<file path="src/rtl/image_pkg.sv">
// Shared image geometry and streamer state encoding, also used by the BRAM instance and loader.
package image_pkg;

  localparam int unsigned IMG_PIXELS     = 784;
  localparam int unsigned IMG_DATA_WIDTH = 8;
  localparam int unsigned IMG_ADDR_WIDTH = 10;

  typedef enum logic [1:0] {
    IDLE,
    STREAM,
    DRAIN
  } state_t;

endpackage

</file>
<file path="src/rtl/pixel_skid_fifo.sv">
// Two-entry FIFO with the head held in entry 0, so dout comes straight from a register.
module pixel_skid_fifo #(
  parameter int unsigned WIDTH = 8
) (
  input  logic             clk,
  input  logic             rst,
  input  logic             flush,
  input  logic             push,
  input  logic [WIDTH-1:0] din,
  input  logic             pop,
  output logic [WIDTH-1:0] dout,
  output logic [1:0]       occupancy
);

  logic [WIDTH-1:0] mem0;
  logic [WIDTH-1:0] mem1;

  // Callers never pop when empty nor push when full without popping.
  always_ff @(posedge clk or posedge rst) begin
    if (rst) begin
      mem0      <= '0;
      mem1      <= '0;
      occupancy <= 2'd0;
    end else if (flush) begin
      occupancy <= 2'd0;
    end else begin
      case ({push, pop})
        2'b10: begin
          if (occupancy == 2'd0) mem0 <= din;
          else                   mem1 <= din;
          occupancy <= occupancy + 2'd1;
        end
        2'b01: begin
          mem0      <= mem1;
          occupancy <= occupancy - 2'd1;
        end
        2'b11: begin
          if (occupancy == 2'd2) begin
            mem0 <= mem1;
            mem1 <= din;
          end else begin
            mem0 <= din;
          end
        end
        default: ;
      endcase
    end
  end

  assign dout = mem0;

endmodule

</file>
<file path="src/rtl/image_pixel_streamer.sv">
// Walks the image BRAM on start and presents its pixels as a valid/ready stream with done.
module image_pixel_streamer
  import image_pkg::*;
#(
  parameter int unsigned DATA_WIDTH = image_pkg::IMG_DATA_WIDTH,
  parameter int unsigned ADDR_WIDTH = image_pkg::IMG_ADDR_WIDTH,
  parameter int unsigned IMG_PIXELS = image_pkg::IMG_PIXELS
) (
  input  logic                  clk,
  input  logic                  rst,
  input  logic                  start,
  output logic                  busy,
  output logic                  done,
  output logic [ADDR_WIDTH-1:0] bram_read_addr,
  input  logic [DATA_WIDTH-1:0] bram_read_data,
  output logic                  pix_valid,
  input  logic                  pix_ready,
  output logic [DATA_WIDTH-1:0] pix_data,
  output logic [ADDR_WIDTH-1:0] pix_index,
  output logic                  pix_last
);

  localparam int unsigned PW = DATA_WIDTH + ADDR_WIDTH + 1;
  localparam logic [ADDR_WIDTH-1:0] LAST_IDX = ADDR_WIDTH'(IMG_PIXELS - 1);

  state_t                state_q, state_d;
  logic                  in_flight;
  logic [ADDR_WIDTH-1:0] pix_cnt;
  logic [1:0]            occupancy;
  logic [2:0]            pending;
  logic                  accept_start, issue, pop;
  logic                  done_d, busy_d;
  logic [PW-1:0]         fifo_din, fifo_dout;
  logic                  head_last;

  // A start landing in the done cycle must not re-arm the block.
  assign accept_start = (state_q == IDLE) && start && !done;
  assign pop          = pix_valid && pix_ready;
  assign pending      = 3'(occupancy) + 3'(in_flight) - 3'(pop);
  assign issue        = (state_q == STREAM) && (pending < 3'd2);

  always_comb begin
    state_d = state_q;
    done_d  = 1'b0;
    case (state_q)
      IDLE:    if (accept_start) state_d = STREAM;
      STREAM:  if (issue && (bram_read_addr == LAST_IDX)) state_d = DRAIN;
      DRAIN: begin
        if (pop && pix_last) begin
          state_d = IDLE;
          done_d  = 1'b1;
        end
      end
      default: state_d = IDLE;
    endcase
    busy_d = (state_d != IDLE) || done_d;
  end

  always_ff @(posedge clk or posedge rst) begin
    if (rst) begin
      state_q        <= IDLE;
      in_flight      <= 1'b0;
      done           <= 1'b0;
      busy           <= 1'b0;
      bram_read_addr <= '0;
      pix_cnt        <= '0;
    end else begin
      state_q   <= state_d;
      in_flight <= issue;
      done      <= done_d;
      busy      <= busy_d;
      if (accept_start) begin
        bram_read_addr <= '0;
        pix_cnt        <= '0;
      end else begin
        if (issue)     bram_read_addr <= bram_read_addr + ADDR_WIDTH'(1);
        if (in_flight) pix_cnt        <= pix_cnt + ADDR_WIDTH'(1);
      end
    end
  end

  // Data flagged by in_flight belongs to the pixel counted by pix_cnt.
  assign fifo_din = {(pix_cnt == LAST_IDX), pix_cnt, bram_read_data};

  pixel_skid_fifo #(.WIDTH(PW)) u_fifo (
    .clk       (clk),
    .rst       (rst),
    .flush     (accept_start),
    .push      (in_flight),
    .din       (fifo_din),
    .pop       (pop),
    .dout      (fifo_dout),
    .occupancy (occupancy)
  );

  assign {head_last, pix_index, pix_data} = fifo_dout;
  assign pix_valid = (occupancy != 2'd0);
  assign pix_last  = pix_valid && head_last;

endmodule
</file>
<file path="config.mk">
export PLATFORM = sky130hd
export DESIGN_NAME = image_pixel_streamer
export DESIGN_NICKNAME = d
export VERILOG_FILES = /design/src/rtl/image_pkg.sv /design/src/rtl/pixel_skid_fifo.sv /design/src/rtl/image_pixel_streamer.sv
export SDC_FILE = /design/constraint.sdc
export NUM_CORES = 1
export LEC_CHECK = 0
export BUFFER_PORTS_ARGS = -buffer_cell sky130_fd_sc_hd__buf_2
export CAP_MARGIN = 20
export CORE_MARGIN = 2
export CORE_UTILIZATION = 60
export CTS_BUF_LIST = sky130_fd_sc_hd__clkbuf_8
export DETAILED_ROUTE_END_ITERATION = 8
export GPL_TIMING_DRIVEN = 0
export PLACE_DENSITY = 0.8
export SYNTH_ARGS = -nofsm -noshare
export SYNTH_HDL_FRONTEND = slang
export SYNTH_SLANG_ARGS = --single-unit
</file>
<file path="constraint.sdc">
create_clock -name clk -period 5.5 [get_ports clk]
set_input_delay 0.825 -clock clk [delete_from_list [all_inputs] [get_ports clk]]
set_output_delay 0.825 -clock clk [all_outputs]
set_load 0.03 [all_outputs]
</file>
==> results.tsv, run 1 <==
stage	metric	value	unit
setup_path	required time of the worst setup path	5.76	ns
clock_network	clk slew on worst S/H paths	0.07	ns
synth	Yosys reg bits	65	
sta	Slew Limit Fails	0	
worst_hold_path	Worst Hold Class	reg2reg	
clock_network	cts bufs inserted	9	
synth	synth warn	0	
pwr	VDD IR max	309	uV
status	status	finished, final reports clean	
synth	Commonest cells post-synth	65 x dfrtp_1, 32 x nand2_1, 20 x buf_4, 20 x mux2i_1, 20 x o21ai_1	
sta	endpoints failing hold	0	
global_routing	vias in the first global route	2254	
synth	most common flop cell mapped by yosys	dfrtp_1	
pwr	Sw Pwr	0.000925	W
setup_path	CP Launch Type	input port	
finish	n_diodes	0	
detailed_routing	Avg WL per Cell	14.4	um
pwr	Lkg Pwr	1.82	nW
pwr	Power Dens Cells	606	nW/um2
detailed_routing	Routed WL	6040	um
die	die height	77.2	um
synth	Mapped Cells	291	
placement	hpwl dp	4210	um
sta	unrepaired setup endpoints after global routing	no	
global_routing	GRT Util Overall	22.0	%
placement	Port Buffers	43	
clock_network	Setup Buffers After CTS	0	
synth	post-synth top area cell	dfrtp_1	
flow_run	MaxCap Viol Count	0	
setup_path	WS Path Type	in2reg	
die	Initial Util	62.5	%
die	die extent in x	77.2	um
finish	layout cells sized above 1	27.1	%
detailed_routing	number of routed nets with antenna violations	0	
synth	FFs w/ async S/R, synth	100	%
sta	final worst path period need	2.54	ns
clock_network	Clock Latency Late Sink	0.34	ns
sta	Final WS setup	2.96	ns
pwr	Flop pwr share	34.6	%
synth	Post-Syn Nets	306	
pwr	switch share	41.0	%
synth	Post-Syn Area per Cell	11.0	um2
detailed_routing	DR iter-0 viols	134	
synth	part of the Yosys area used for sequential elements	50.6	%
synth	number of synthesized flops with an enable pin	0	
detailed_routing	Initial DRT Pass Iterations	4	
die	die area	5960	um2
die	FP Rows	26	
synth	synthesized area	3210	um2
synth	Area contributors post-synth	dfrtp_1 51%, mux2_1 6.3%, mux2i_1 6.2%	
setup_path	worst-path fanout max	6	
setup_path	CP arrival	2.80	ns
pwr	Int Pwr	0.00133	W
setup_path	Setup crit end kind	register	
placement	Setup WS pre-CTS	2.61	ns
global_routing	GRT overflow	0	
sta	max frequency	393	MHz
global_routing	largest net degree at the start of global routing	35	
global_routing	first-pass GRT wire length	10400	um
clock_network	CTS tree	done	
finish	synth-to-layout area growth	15.9	%
pwr	Gate power share	48.2	%
die	num ports	44	
clock_network	CTS sink count	65	
detailed_routing	DRC Markers	0	
clock_network	Max Root-Sink Buffers	2	
synth	synth unique cells	48	
sta	clk_skew	0.00556	ns
sta	setup TNS	0	ns
pwr	clock power share	17.2	%
detailed_routing	vias per inst	5.50	
sta	Final setup viols	0	
clock_network	CTS H-tree lvls	3	
die	Core Box Area	5140	um2
clock_network	hold_buf cts	0	
clock_network	CTS Root Cell	clkbuf_8	
synth	Yosys top cell area share	50.6	%
finish	nets	361	
placement	gp weighted congestion	0.806	
clock_network	PostCTS Resize Cnt	0	
sta	post-route clock period utilization	46.3	%
synth	cell with the most instances after synthesis	dfrtp_1	
sta	Tightest Pin Transition	0.702	ns
sta	max_slew headroom	53.1	%
global_routing	initial antenna violation count	0	
detailed_routing	Via Count	2317	
[area by class of cell]
cell class | instances | area, um2
sequential | 65 | 1630
fill | 382 | 1410
multi-input combinational | 188 | 1330
buffer | 34 | 240
timing repair buffer | 44 | 235
clock buffer | 10 | 138
tap | 70 | 87.6
clock inverter | 6 | 51.3
inverter | 4 | 15.0
[logic make-up (layout without fill, tap and decap cells)]
logic type               after synthesis  after routing  share of synthesized area (%)
flip-flops                            65             65                           50.6
XOR/XNOR                              13             13                           4.13
AND/OR/NAND/NOR                       86             86                           14.8
buffers and inverters                 38             98                           7.94
multiplexers                          38             38                           12.5
adder cells (fa/ha/maj)                3              3                           1.40
AO/OA/AOI/OAI                         48             48                           8.56
[final timing paths]
kind	end	from	cells after the start	slack (ns)
max	bram_read_addr[6]	pix_ready	8	2.96
min	u_fifo.dout[17]	u_fifo.dout[17]	2	0.49
max reg2reg	bram_read_addr[6]	u_fifo.occupancy[0]	8	2.98
min reg2reg	u_fifo.dout[17]	u_fifo.dout[17]	2	0.49
max in group asynchronous	pix_cnt[1]	rst	3	4.29
min in group asynchronous	bram_read_addr[8]	rst	2	0.60
[state kept, by name, summed over array words and instances (netlist names)]
register / count
u_fifo.dout: 19
u_fifo.mem1: 19
bram_read_addr: 10
pix_cnt: 10
state_q: 2
u_fifo.occupancy: 2
busy: 1
done: 1
in_flight: 1
[worst max-delay path, cell delays in order]
cell and delay (ns):
buf_2 0.13, and3b_1 0.20, o21ai_0 0.11, fa_1 0.50
and3b_4 0.25, nand3_4 0.10, or4_1 0.51, a21oi_1 0.16
[routing by layer]
metal / global-route usage [%] / wire length [um] / part of all wire, %
met1: 30.0 / 2900 / 48
met2: 34.3 / 2810 / 47
met3: 5.18 / 261 / 4.3
met4: 8.04 / 74 / 1.2
met5: 0 / 0 / 0
[layout by cell type, fill, tap and decap left out, drive strengths merged, types with 3 or more instances in the layout]
master	synthesis	final
buf	30	74
dfrtp	65	65
nand2	32	32
o21ai	25	25
mux2i	20	20
mux2	18	18
clkbuf	4	14
nor2	12	12
a21oi	10	10
xor2	8	8
nand4	7	7
inv	4	7
xnor2	5	5
nand3	5	5
or3	4	4
o31ai	4	4
nor3	3	3
and4	3	3
[stage by stage]
step / cell area (um2) / hold slack (ns) / power [W] / std cells / utilization, %
finish: 3730 / 0.487 / 0.00226 / 421 / 72.5
global route: 3730 / 0.505 / 0.00242 / 421 / 72.5
CTS: 3730 / 0.491 / 0.00228 / 421 / 72.5
detailed placement: 3540 / 0.476 / 0.00189 / 405 / 68.8
global placement: 3520 / 0.467 / 0.00184 / 404 / 68.4
floorplan: 3210 / 0.456 / 0.00164 / 291 / -
[power by group through the flow]
stage,sequential [W],clock [W],combinational [W]
after floorplan,0.000789,0,0.000851
after CTS,0.000781,0.000393,0.00110
after global routing,0.000804,0.000416,0.00120
after global placement,0.000778,0,0.00107
final,0.000780,0.000388,0.00109
after detailed placement,0.000790,0,0.00110
Power figures use the tool's default switching activity.
==> run 2: changes to the inputs <==
--- a/config.mk
+++ b/config.mk
@@ -8,11 +8,11 @@
 export BUFFER_PORTS_ARGS = -buffer_cell sky130_fd_sc_hd__buf_2
 export CAP_MARGIN = 20
 export CORE_MARGIN = 2
-export CORE_UTILIZATION = 60
+export CORE_UTILIZATION = 54
 export CTS_BUF_LIST = sky130_fd_sc_hd__clkbuf_8
 export DETAILED_ROUTE_END_ITERATION = 8
 export GPL_TIMING_DRIVEN = 0
-export PLACE_DENSITY = 0.8
+export PLACE_DENSITY = 0.76
 export SYNTH_ARGS = -nofsm -noshare
 export SYNTH_HDL_FRONTEND = slang
 export SYNTH_SLANG_ARGS = --single-unit
==> constraint.sdc (replaced) <==
create_clock -name clk -period 2.2 [get_ports clk]
set_input_delay 0.33 -clock clk [delete_from_list [all_inputs] [get_ports clk]]
set_output_delay 0.33 -clock clk [all_outputs]
set_load 0.03 [all_outputs]
==> run 2 against run 1 <==
Effect of this change: the run now ends with negative setup slack left; clock power up 130%; clock skew rose by 0.0061 ns; first-iteration DRC count up 35%; flip-flop and latch count unchanged; final area grew 2.4%; cell count rose by 2.9%; non-clock buffer count is 9 higher; highest routed layer unchanged; utilization down 7.3 points; critical endpoint is now bram_read_addr[8]; die area is 11% higher; power grew to 2.6 times the previous value.
==> results.tsv, run 2 (same netlist as run 1, synthesis figures left out) <==
stage	metric	value	unit	change
setup_path	delay-heaviest family, CP	simple AND/OR/NAND/NOR gates		
sta	post-route clock period utilization	103	%	
global_routing	GRT overflow	0		unchanged
detailed_routing	Routed WL	6280	um	+4.0%
detailed_routing	Via Count	2386		+3.0%
die	FP Rows	28		+7.7%
finish	layout cells sized above 1	31.0	%	+3.9 points
sta	max_slew headroom	50.6	%	-2.5 points
global_routing	vias in the first global route	2233		-0.93%
setup_path	r2r startpoint	u_fifo.occupancy[1]		
finish	n_diodes	0		unchanged
die	die height	81.2	um	+5.1%
worst_hold_path	Worst Hold Class	in2async		
clock_network	hold_buf cts	0		unchanged
global_routing	largest net degree at the start of global routing	34		-2.9%
clock_network	CTS sink count	65		unchanged
pwr	Total Power Consumption	0.00579	W	+160%
pwr	Power Dens Cells	1520	nW/um2	+150%
clock_network	cts bufs inserted	9		unchanged
detailed_routing	vias per inst	5.51		+0.12%
sta	endpoints failing hold	0		unchanged
detailed_routing	Initial DRT Pass Iterations	4		unchanged
setup_path	required time of the worst setup path	2.48	ns	-3.28 ns
setup_path	R2R depth	7		-1
finish	most frequent cells in the layout	65 x dfrtp_1, 48 x buf_2, 32 x nand2_1, 29 x buf_4, 20 x mux2i_1		
detailed_routing	Avg WL per Cell	14.5	um	+1.1%
die	die area	6590	um2	+11%
pwr	Lkg Pwr	1.84	nW	+1.4%
placement	Port Buffers	43		unchanged
setup_path	WS Path Type	reg2reg		
clock_network	Max Root-Sink Buffers	2		unchanged
die	Initial Util	54.9	%	-7.6 points
placement	gp weighted congestion	0.797		-1.2%
sta	clk_skew	0.0116	ns	+0.00606 ns
pwr	VDD IR max	1020	uV	+230%
setup_path	CP Launch Type	register		
global_routing	initial antenna violation count	0		unchanged
placement	Inst Count DP	410		+1.2%
clock_network	CTS H-tree lvls	3		unchanged
placement	Setup WS pre-CTS	-0.218	ns	-2.83 ns
setup_path	critical path depth	7		-1
clock_network	Clock Latency Late Sink	0.34	ns	about the same
setup_path	Buffers & Inverters on Critical Path	1		unchanged
setup_path	reg-to-reg setup timing slack	-0.08	ns	-3.06 ns
status	status	finished with violations		
finish	Layout fillers	471		+23%
setup_path	worst-path fanout max	6		unchanged
clock_network	CTS tree	done		
sta	final worst path period need	2.28	ns	
finish	commonest non-fill, non-tap cell in the layout	dfrtp_1		
sta	Final WS setup	-0.0753	ns	-3.03 ns
sta	Tightest Pin Transition	0.739	ns	+0.0375 ns
clock_network	CTS Root Cell	clkbuf_8		
flow_run	MaxCap Viol Count	0		unchanged
setup_path	CP max stage delay	0.52	ns	about the same
die	num ports	44		unchanged
finish	fin area	3810	um2	+2.4%
sta	unrepaired setup endpoints after global routing	yes		
sta	max frequency	439	MHz	
setup_path	Setup crit end kind	register		
die	die extent in x	81.2	um	+5.1%
setup_path	slowest stage cell, crit path	fa_1		
setup_path	CP arrival	2.55	ns	-0.25 ns
detailed_routing	number of routed nets with antenna violations	0		unchanged
setup_path	worst r2r dst	bram_read_addr[8]		
status	failing checks	negative setup slack		
placement	hpwl dp	4130	um	-2.1%
die	Core Box Area	5850	um2	+14%
clock_network	clk slew on worst S/H paths	0.07	ns	about the same
finish	nets	370		+2.5%
sta	Slew Limit Fails	0		unchanged
finish	synth-to-layout area growth	18.6	%	
detailed_routing	DRC Markers	0		unchanged
sta	Final setup viols	7		+7
detailed_routing	DR iter-0 viols	181		+35%
global_routing	GRT Util Overall	21.7	%	-0.27 points
placement	DP Area	3550	um2	+0.46%
setup_path	CP Cell Sequence	buf_6 -> and3b_2 -> fa_1 -> and3b_4 -> nand3_4 -> or4_4 -> a21oi_2		
global_routing	first-pass GRT wire length	10600	um	+1.8%
finish	fin cells	433		+2.9%
==> run 2: changes by cell type in the layout (fill, tap and decap cells not counted), sizes merged <==
| cell | before | now |
|---|---|---|
| bufinv | 1 | 0 |
| clkinv | 2 | 0 |
| buf | 74 | 83 |
| inv | 7 | 5 |
| clkbuf | 14 | 15 |
| clkinvlp | 0 | 2 |
==> run 2: layer usage <==
| layer | part of all wire, % | up-vias | track usage [%] | wire length, um |
|---|---|---|---|---|
| met2 | 49 | 50 | 35.0 | 3090 |
| met3 | 4.0 | 13 | 5.89 | 251 |
| met5 | 0 | - | 0 | 0 |
| met1 | 44 | 1179 | 27.2 | 2790 |
| met4 | 2.4 | 0 | 10.0 | 150 |
| li1 | - | 1144 | - | - |
==> run 2: stage by stage <==
stage	TNS (ns)	hold slack, ns	utilization (%)
floorplan	-0.300	0.456	-
global placement	-34.46	0.469	60.4
detailed placement	-1.18	0.476	60.7
CTS	-0.632	0.129	65.0
global route	-0.878	0.170	65.2
finish	-0.300	0.108	65.2
==> run 2: final cells by class <==
cell class                 count  area (um2)  share of cell area (%)
buffer                        33         235                    6.17
clock buffer                  11         151                    3.97
clock inverter                 3        18.8                   0.492
inverter                       4        15.0                   0.394
multi-input combinational    188        1360                    35.6
sequential                    65        1630                    42.7
tap                           75        93.8                    2.46
timing repair buffer          54         314                    8.23
==> run 2: worst max-delay path by stage <==
stage | slack [ns] | endpoint | startpoint
after floorplan | -0.08 | bram_read_addr[8] | u_fifo.occupancy[0]
after global placement | -0.52 | u_fifo.dout[15] | rst
after detailed placement | -0.22 | bram_read_addr[8] | u_fifo.occupancy[0]
after CTS | -0.14 | bram_read_addr[8] | u_fifo.occupancy[0]
after global routing | -0.16 | bram_read_addr[5] | u_fifo.occupancy[1]
final | -0.08 | bram_read_addr[8] | u_fifo.occupancy[1]
==> run 2: power by group <==
part	switching (W)	internal (W)	leakage, nW
registers	0.000318	0.00164	0.831
clock network	0.000441	0.000454	0.0847
logic	0.00163	0.00130	0.927
==> run 2: repair_timing <==
action,CTS,global route
endpoints found under the setup margin,8,21
pin swaps,6,4
resized for setup,5,2
setup buffers,8,2
